`src/rtl/bin_to_bcd_serial.sv`:
```
// Sequential binary-to-BCD converter (shift-and-add-3), emitting one BCD digit
// per valid/ready transfer, most significant digit first.
module bin_to_bcd_serial #(
   parameter int unsigned WIDTH    = 8,
   parameter int unsigned DIGITS   = 3,
   parameter int unsigned LZ_BLANK = 0
) (
   input  logic             clk,
   input  logic             rst,
   input  logic             start,
   input  logic [WIDTH-1:0] bin,
   output logic             ready,
   output logic             busy,
   output logic [3:0]       bcd,
   output logic             dig_valid,
   input  logic             dig_ready,
   output logic [3:0]       dig_idx,
   output logic             dig_last,
   output logic             done
);

   localparam int unsigned ACC_W = 4 * DIGITS;
   localparam int unsigned CNT_W = $clog2(WIDTH + 1);

   typedef enum logic [1:0] {
      IDLE = 2'd0,
      CONV = 2'd1,
      EMIT = 2'd2
   } state_t;

   state_t             state, state_n;
   logic [WIDTH-1:0]   sreg, sreg_n;
   logic [ACC_W-1:0]   acc, acc_n, acc_step;
   logic [CNT_W-1:0]   cnt, cnt_n;
   logic [3:0]         ptr, ptr_n, lead;
   logic               ready_n, busy_n, valid_n, done_n, last_n;
   logic [3:0]         bcd_n, idx_n;

   // One double-dabble iteration: correct every nibble >= 5, then shift in the next binary bit.
   function automatic logic [ACC_W-1:0] add3_shift(input logic [ACC_W-1:0] a, input logic b);
      logic [ACC_W-1:0] r;
      logic [3:0]       n;
      r = a;
      for (int i = 0; i < int'(DIGITS); i++) begin
         n = a[4*i +: 4];
         if (n >= 4'd5) n = n + 4'd3;
         r[4*i +: 4] = n;
      end
      return {r[ACC_W-2:0], b};
   endfunction

   // First digit to emit: the top digit, or the highest nonzero one when blanking.
   function automatic logic [3:0] lead_ptr(input logic [ACC_W-1:0] a);
      logic [3:0] p;
      p = 4'd0;
      if (LZ_BLANK == 0) begin
         p = 4'(DIGITS - 1);
      end else begin
         for (int i = 0; i < int'(DIGITS); i++) begin
            if (a[4*i +: 4] != 4'd0) p = 4'(i);
         end
      end
      return p;
   endfunction

   function automatic logic [3:0] nibble(input logic [ACC_W-1:0] a, input logic [3:0] p);
      return a[4*int'(p) +: 4];
   endfunction

   always_ff @(posedge clk or posedge rst) begin
      if (rst) begin
         state     <= IDLE;
         sreg      <= '0;
         acc       <= '0;
         cnt       <= '0;
         ptr       <= '0;
         ready     <= 1'b1;
         busy      <= 1'b0;
         dig_valid <= 1'b0;
         done      <= 1'b0;
         bcd       <= 4'd0;
         dig_idx   <= 4'd0;
         dig_last  <= 1'b0;
      end else begin
         state     <= state_n;
         sreg      <= sreg_n;
         acc       <= acc_n;
         cnt       <= cnt_n;
         ptr       <= ptr_n;
         ready     <= ready_n;
         busy      <= busy_n;
         dig_valid <= valid_n;
         done      <= done_n;
         bcd       <= bcd_n;
         dig_idx   <= idx_n;
         dig_last  <= last_n;
      end
   end

   // Next state plus next values of every registered output.
   always_comb begin
      state_n  = state;
      sreg_n   = sreg;
      acc_n    = acc;
      cnt_n    = cnt;
      ptr_n    = ptr;
      ready_n  = ready;
      busy_n   = busy;
      valid_n  = dig_valid;
      done_n   = 1'b0;
      bcd_n    = bcd;
      idx_n    = dig_idx;
      last_n   = dig_last;
      acc_step = add3_shift(acc, sreg[WIDTH-1]);
      lead     = lead_ptr(acc_step);

      case (state)
         IDLE: begin
            if (start) begin
               state_n = CONV;
               sreg_n  = bin;
               acc_n   = '0;
               cnt_n   = CNT_W'(WIDTH);
               ready_n = 1'b0;
               busy_n  = 1'b1;
            end
         end
         CONV: begin
            sreg_n = sreg << 1;
            acc_n  = acc_step;
            cnt_n  = cnt - CNT_W'(1);
            // Last iteration: present the first digit straight from the final accumulator.
            if (cnt == CNT_W'(1)) begin
               state_n = EMIT;
               ptr_n   = lead;
               valid_n = 1'b1;
               bcd_n   = nibble(acc_step, lead);
               idx_n   = lead;
               last_n  = (lead == 4'd0);
            end
         end
         EMIT: begin
            if (dig_ready) begin
               if (ptr == 4'd0) begin
                  state_n = IDLE;
                  valid_n = 1'b0;
                  ready_n = 1'b1;
                  busy_n  = 1'b0;
                  done_n  = 1'b1;
                  bcd_n   = 4'd0;
                  idx_n   = 4'd0;
                  last_n  = 1'b0;
               end else begin
                  ptr_n  = ptr - 4'd1;
                  bcd_n  = nibble(acc, ptr - 4'd1);
                  idx_n  = ptr - 4'd1;
                  last_n = (ptr == 4'd1);
               end
            end
         end
         default: begin
            state_n = IDLE;
            ready_n = 1'b1;
            busy_n  = 1'b0;
            valid_n = 1'b0;
         end
      endcase
   end

endmodule

```
`config.mk`:
```
export PLATFORM = sky130hd
export DESIGN_NAME = bin_to_bcd_serial
export DESIGN_NICKNAME = d
export VERILOG_FILES = /design/src/rtl/bin_to_bcd_serial.sv
export SDC_FILE = /design/constraint.sdc
export NUM_CORES = 1
export LEC_CHECK = 0
export CORE_ASPECT_RATIO = 0.8
export CORE_MARGIN = 8
export CORE_UTILIZATION = 50
export CTS_BUF_LIST = sky130_fd_sc_hd__clkbuf_8
export CTS_CLUSTER_SIZE = 20
export DETAILED_ROUTE_END_ITERATION = 10
export PLACE_DENSITY_LB_ADDON = 0.3
export SETUP_SLACK_MARGIN = 0.05
export SLEW_MARGIN = 0
export SYNTH_ARGS = -nofsm -noshare
export SYNTH_HDL_FRONTEND = slang
export SYNTH_SLANG_ARGS = --single-unit
export TNS_END_PERCENT = 30
```
`constraint.sdc`:
```
create_clock -name clk -period 2.57 [get_ports clk]
set_clock_uncertainty 0.15 [all_clocks]
set_input_delay 0.257 -clock clk [delete_from_list [all_inputs] [get_ports clk]]
set_output_delay 0.257 -clock clk [all_outputs]
set_load 0.01 [all_outputs]
```
==> impl_metrics.yaml <==
outcome:
  outcome: "finished clean"
pwr:
  p_int_mw: 1.92
  switching_share_pct: 40.6
  leakage_nw: 1.18
  seqPwrFrac_pct: 37.2
  switchingPower_mw: 1.31
  p_total_mw: 3.23
  p_clk_share_pct: 13.6
  p_per_area_nw_per_um2: 1200
  p_comb_share_pct: 49.3
  ir_drop_v: 0.000480
clock_network:
  insertion_delay_ns: 0.30
  cts_setup_buffers: 0
  cts_sinks: 43
  path_clk_slew_ns: 0.08
  cts_tree: "yes"
  htreeDepth: 2
  numCtsBuffers: 5
  cts_resized: 0
  clk_path_buf_depth: 2
  clock-root-buffer: "clkbuf_8"
  cts_hold_buf: 0
synth:
  async_flop_share_pct: 100
  synth_area_per_cell_um2: 9.72
  yosysSeqAreaShare_pct: 46.6
  synth_ff_type: "dfrtp_1"
  synth_edf_count: 0
  synth_top_area_share_pct: 45.4
  yosys_warnings: 0
  yosys-top-cells-area: "dfrtp_1 45%, ha_1 5.9%, nand2_1 4.1%"
  yosysTopAreaCell: "dfrtp_1"
  netlist_area_um2: 2310
  synth_cells: 238
  yosysUniqueCellTypes: 51
  synth-seq-cells: 43
  synth_fp_nets: 261
critical_path:
  worst-path-buf-inv: 1
  cp-end-kind: "flop"
  crit_required_ns: 2.64
  worstPathMaxFanout: 7
  cpLargestDelayFamily: "adder cells"
  path_class: "reg -> reg"
  rr_worst_depth: 6
  worstSetupEndpoint: "bcd[1]"
  timing.rr.end: "bcd[1]"
  crit_arrival_ns: 2.15
  timing.rr.start: "ptr[0]"
  r2r_setup_slack_ns: 0.49
  worstPathCellList: "inv_1, ha_1, nor2b_1, o2bb2ai_1, nand3_1, a41oi_2"
  crit_start: "ptr[0]"
  startpoint_type: "flop"
  cp_slowest_cell: "ha_1"
  cp.depth: 6
  max_stage_delay_ns: 0.47
sta:
  setup_violations: 0
  timing.fmax_mhz: 481
  post-route-period-util_pct: 80.9
  worstMarginPinSlew_ns: 0.541
  final-max-slew-violation-count: 0
  hold_viol: 0
  min_period_ns: 2.08
  slew_headroom_pct: 63.4
  final.setup.tns_ns: 0
  rsz0062_at_grt: "no"
worst_hold_path:
  hp-class: "in -> async"
drt:
  via_per_inst: 5.64
  wl_per_cell_um: 15.0
  dr.pass1.iters: 4
  postRouteAntennaNets: 0
  drtIter0Drc: 141
  wl_um: 4870
  drc: 0
  num_vias: 1832
global_route:
  grt_pass1_wl_um: 8460
  antenna_found_initial: 0
  grt_max_degree: 44
  grtUsageTotal_pct: 14.5
  grt_pass1_vias: 1777
  gr-total-overflow: 0
die:
  die_h_um: 76.8
  die_area_um2: 7070
  placementRows: 22
  fp.dieW_um: 92.1
  start_util_pct: 51.2
  core_region_area_um2: 4510
  io_pins: 25
cells_and_area:
  fin_nets: 287
  fill_cells: 384
  antenna_cells: 0
  layout_commonest_cell: "dfrtp_1"
  area_delta_synth_final_pct: 16.7
  drive_above_1_share_pct: 8.30
  final_cell_mix: "42 x dfrtp_1, 25 x nand2_1, 24 x clkdlybuf4s50_1"
job:
  maxCapViolations: 0
placement:
  gp_congestion: 0.835
  hpwl_um: 3450
  io_buffers: 24
[metrics by stage]
step                      hold WS [ns]  util [%]  std cells  instance area, µm²  worst slack [ns]
after floorplan                  0.260         -        238                2310             0.744
after global placement           0.301      57.8        317                2610             0.618
after detailed placement         0.311      57.8        317                2610             0.532
after CTS                        0.262      59.8        325                2700             0.505
after global routing             0.346      59.8        325                2700             0.288
final                            0.250      59.8        325                2700             0.491
[cell usage after synthesis (2+ instances only)]
| master | number |
|---|---|
| nand3_1 | 7 |
| a21oi_1 | 17 |
| o21ai_0 | 17 |
| o211ai_1 | 2 |
| nand2b_1 | 6 |
| nor2_1 | 15 |
| nand2_1 | 25 |
| nor3_1 | 2 |
| nor3b_1 | 8 |
| mux2i_1 | 7 |
| buf_2 | 4 |
| o2bb2ai_1 | 4 |
| a22o_1 | 3 |
| inv_1 | 13 |
| a32o_1 | 2 |
| mux2_2 | 2 |
| ha_1 | 11 |
| dfrtp_1 | 42 |
| o31ai_1 | 2 |
| o21ai_1 | 8 |
| o22ai_1 | 5 |
| o21a_1 | 2 |
| xnor2_1 | 4 |
| clkbuf_1 | 2 |
| a31oi_1 | 2 |
[sequential cells by signal, indices dropped and copies added, names as in the netlist]
register,count
acc,12
bcd,4
busy,1
cnt,4
dig_idx,4
dig_last,1
dig_valid,1
done,1
ptr,4
ready,1
sreg,8
state,2
[cell type report]
cell class | count | area [µm²] | share of cell area [%]
tap | 60 | 75.1 | 2.78
clock buffer | 6 | 82.6 | 3.06
inverter | 13 | 48.8 | 1.81
clock inverter | 2 | 8.76 | 0.324
sequential | 43 | 1080 | 39.9
multi-input combinational | 173 | 1140 | 42.1
timing repair buffer | 28 | 270 | 10.0
[cell families after synthesis]
group | after synthesis | share of synthesized area [%]
simple gates | 78 | 17.8
fa+ha+maj | 11 | 5.95
flops | 43 | 46.6
mux | 9 | 4.00
buf+inv | 22 | 4.27
compound gates | 70 | 19.5
xor+xnor | 5 | 1.89
[worst min-delay path by stage]
stage	from	end	slack, ns
3_3_place_gp	dig_idx[2]	dig_idx[2]	0.30
5_1_grt	rst	sreg[5]	0.35
3_5_place_dp	dig_idx[2]	dig_idx[2]	0.31
6_report	rst	sreg[3]	0.25
2_1_floorplan	dig_ready	done	0.26
4_1_cts	rst	sreg[3]	0.26
[worst reg2reg max path, delay by kind of cell, from the launching register on]
kind,cells,cell delay [ns]
adders and majority gates,1,0.47
and+or+nand+nor,2,0.43
buffers and inverters,1,0.16
AOI/OAI and AO/OA,2,0.33
DFF,1,0.45
[power groups by stage]
stage	logic (mW)	clock network, mW	registers (mW)
4_1_cts	1.60	0.451	1.20
2_1_floorplan	1.17	0	1.17
3_5_place_dp	1.58	0	1.21
3_3_place_gp	1.52	0	1.20
5_1_grt	1.80	0.476	1.24
6_report	1.59	0.439	1.20
[metal layers]
metal	vias to the layer above	global-route usage, %	wire, µm	share of wire, %
li1	893	-	-	-
met1	910	19.3	2350	48
met2	24	21.8	2220	46
met3	5	4.09	243	5.0
met4	0	5.62	56	1.1
met5	-	0	0	0
Power figures use the tool's default switching activity.
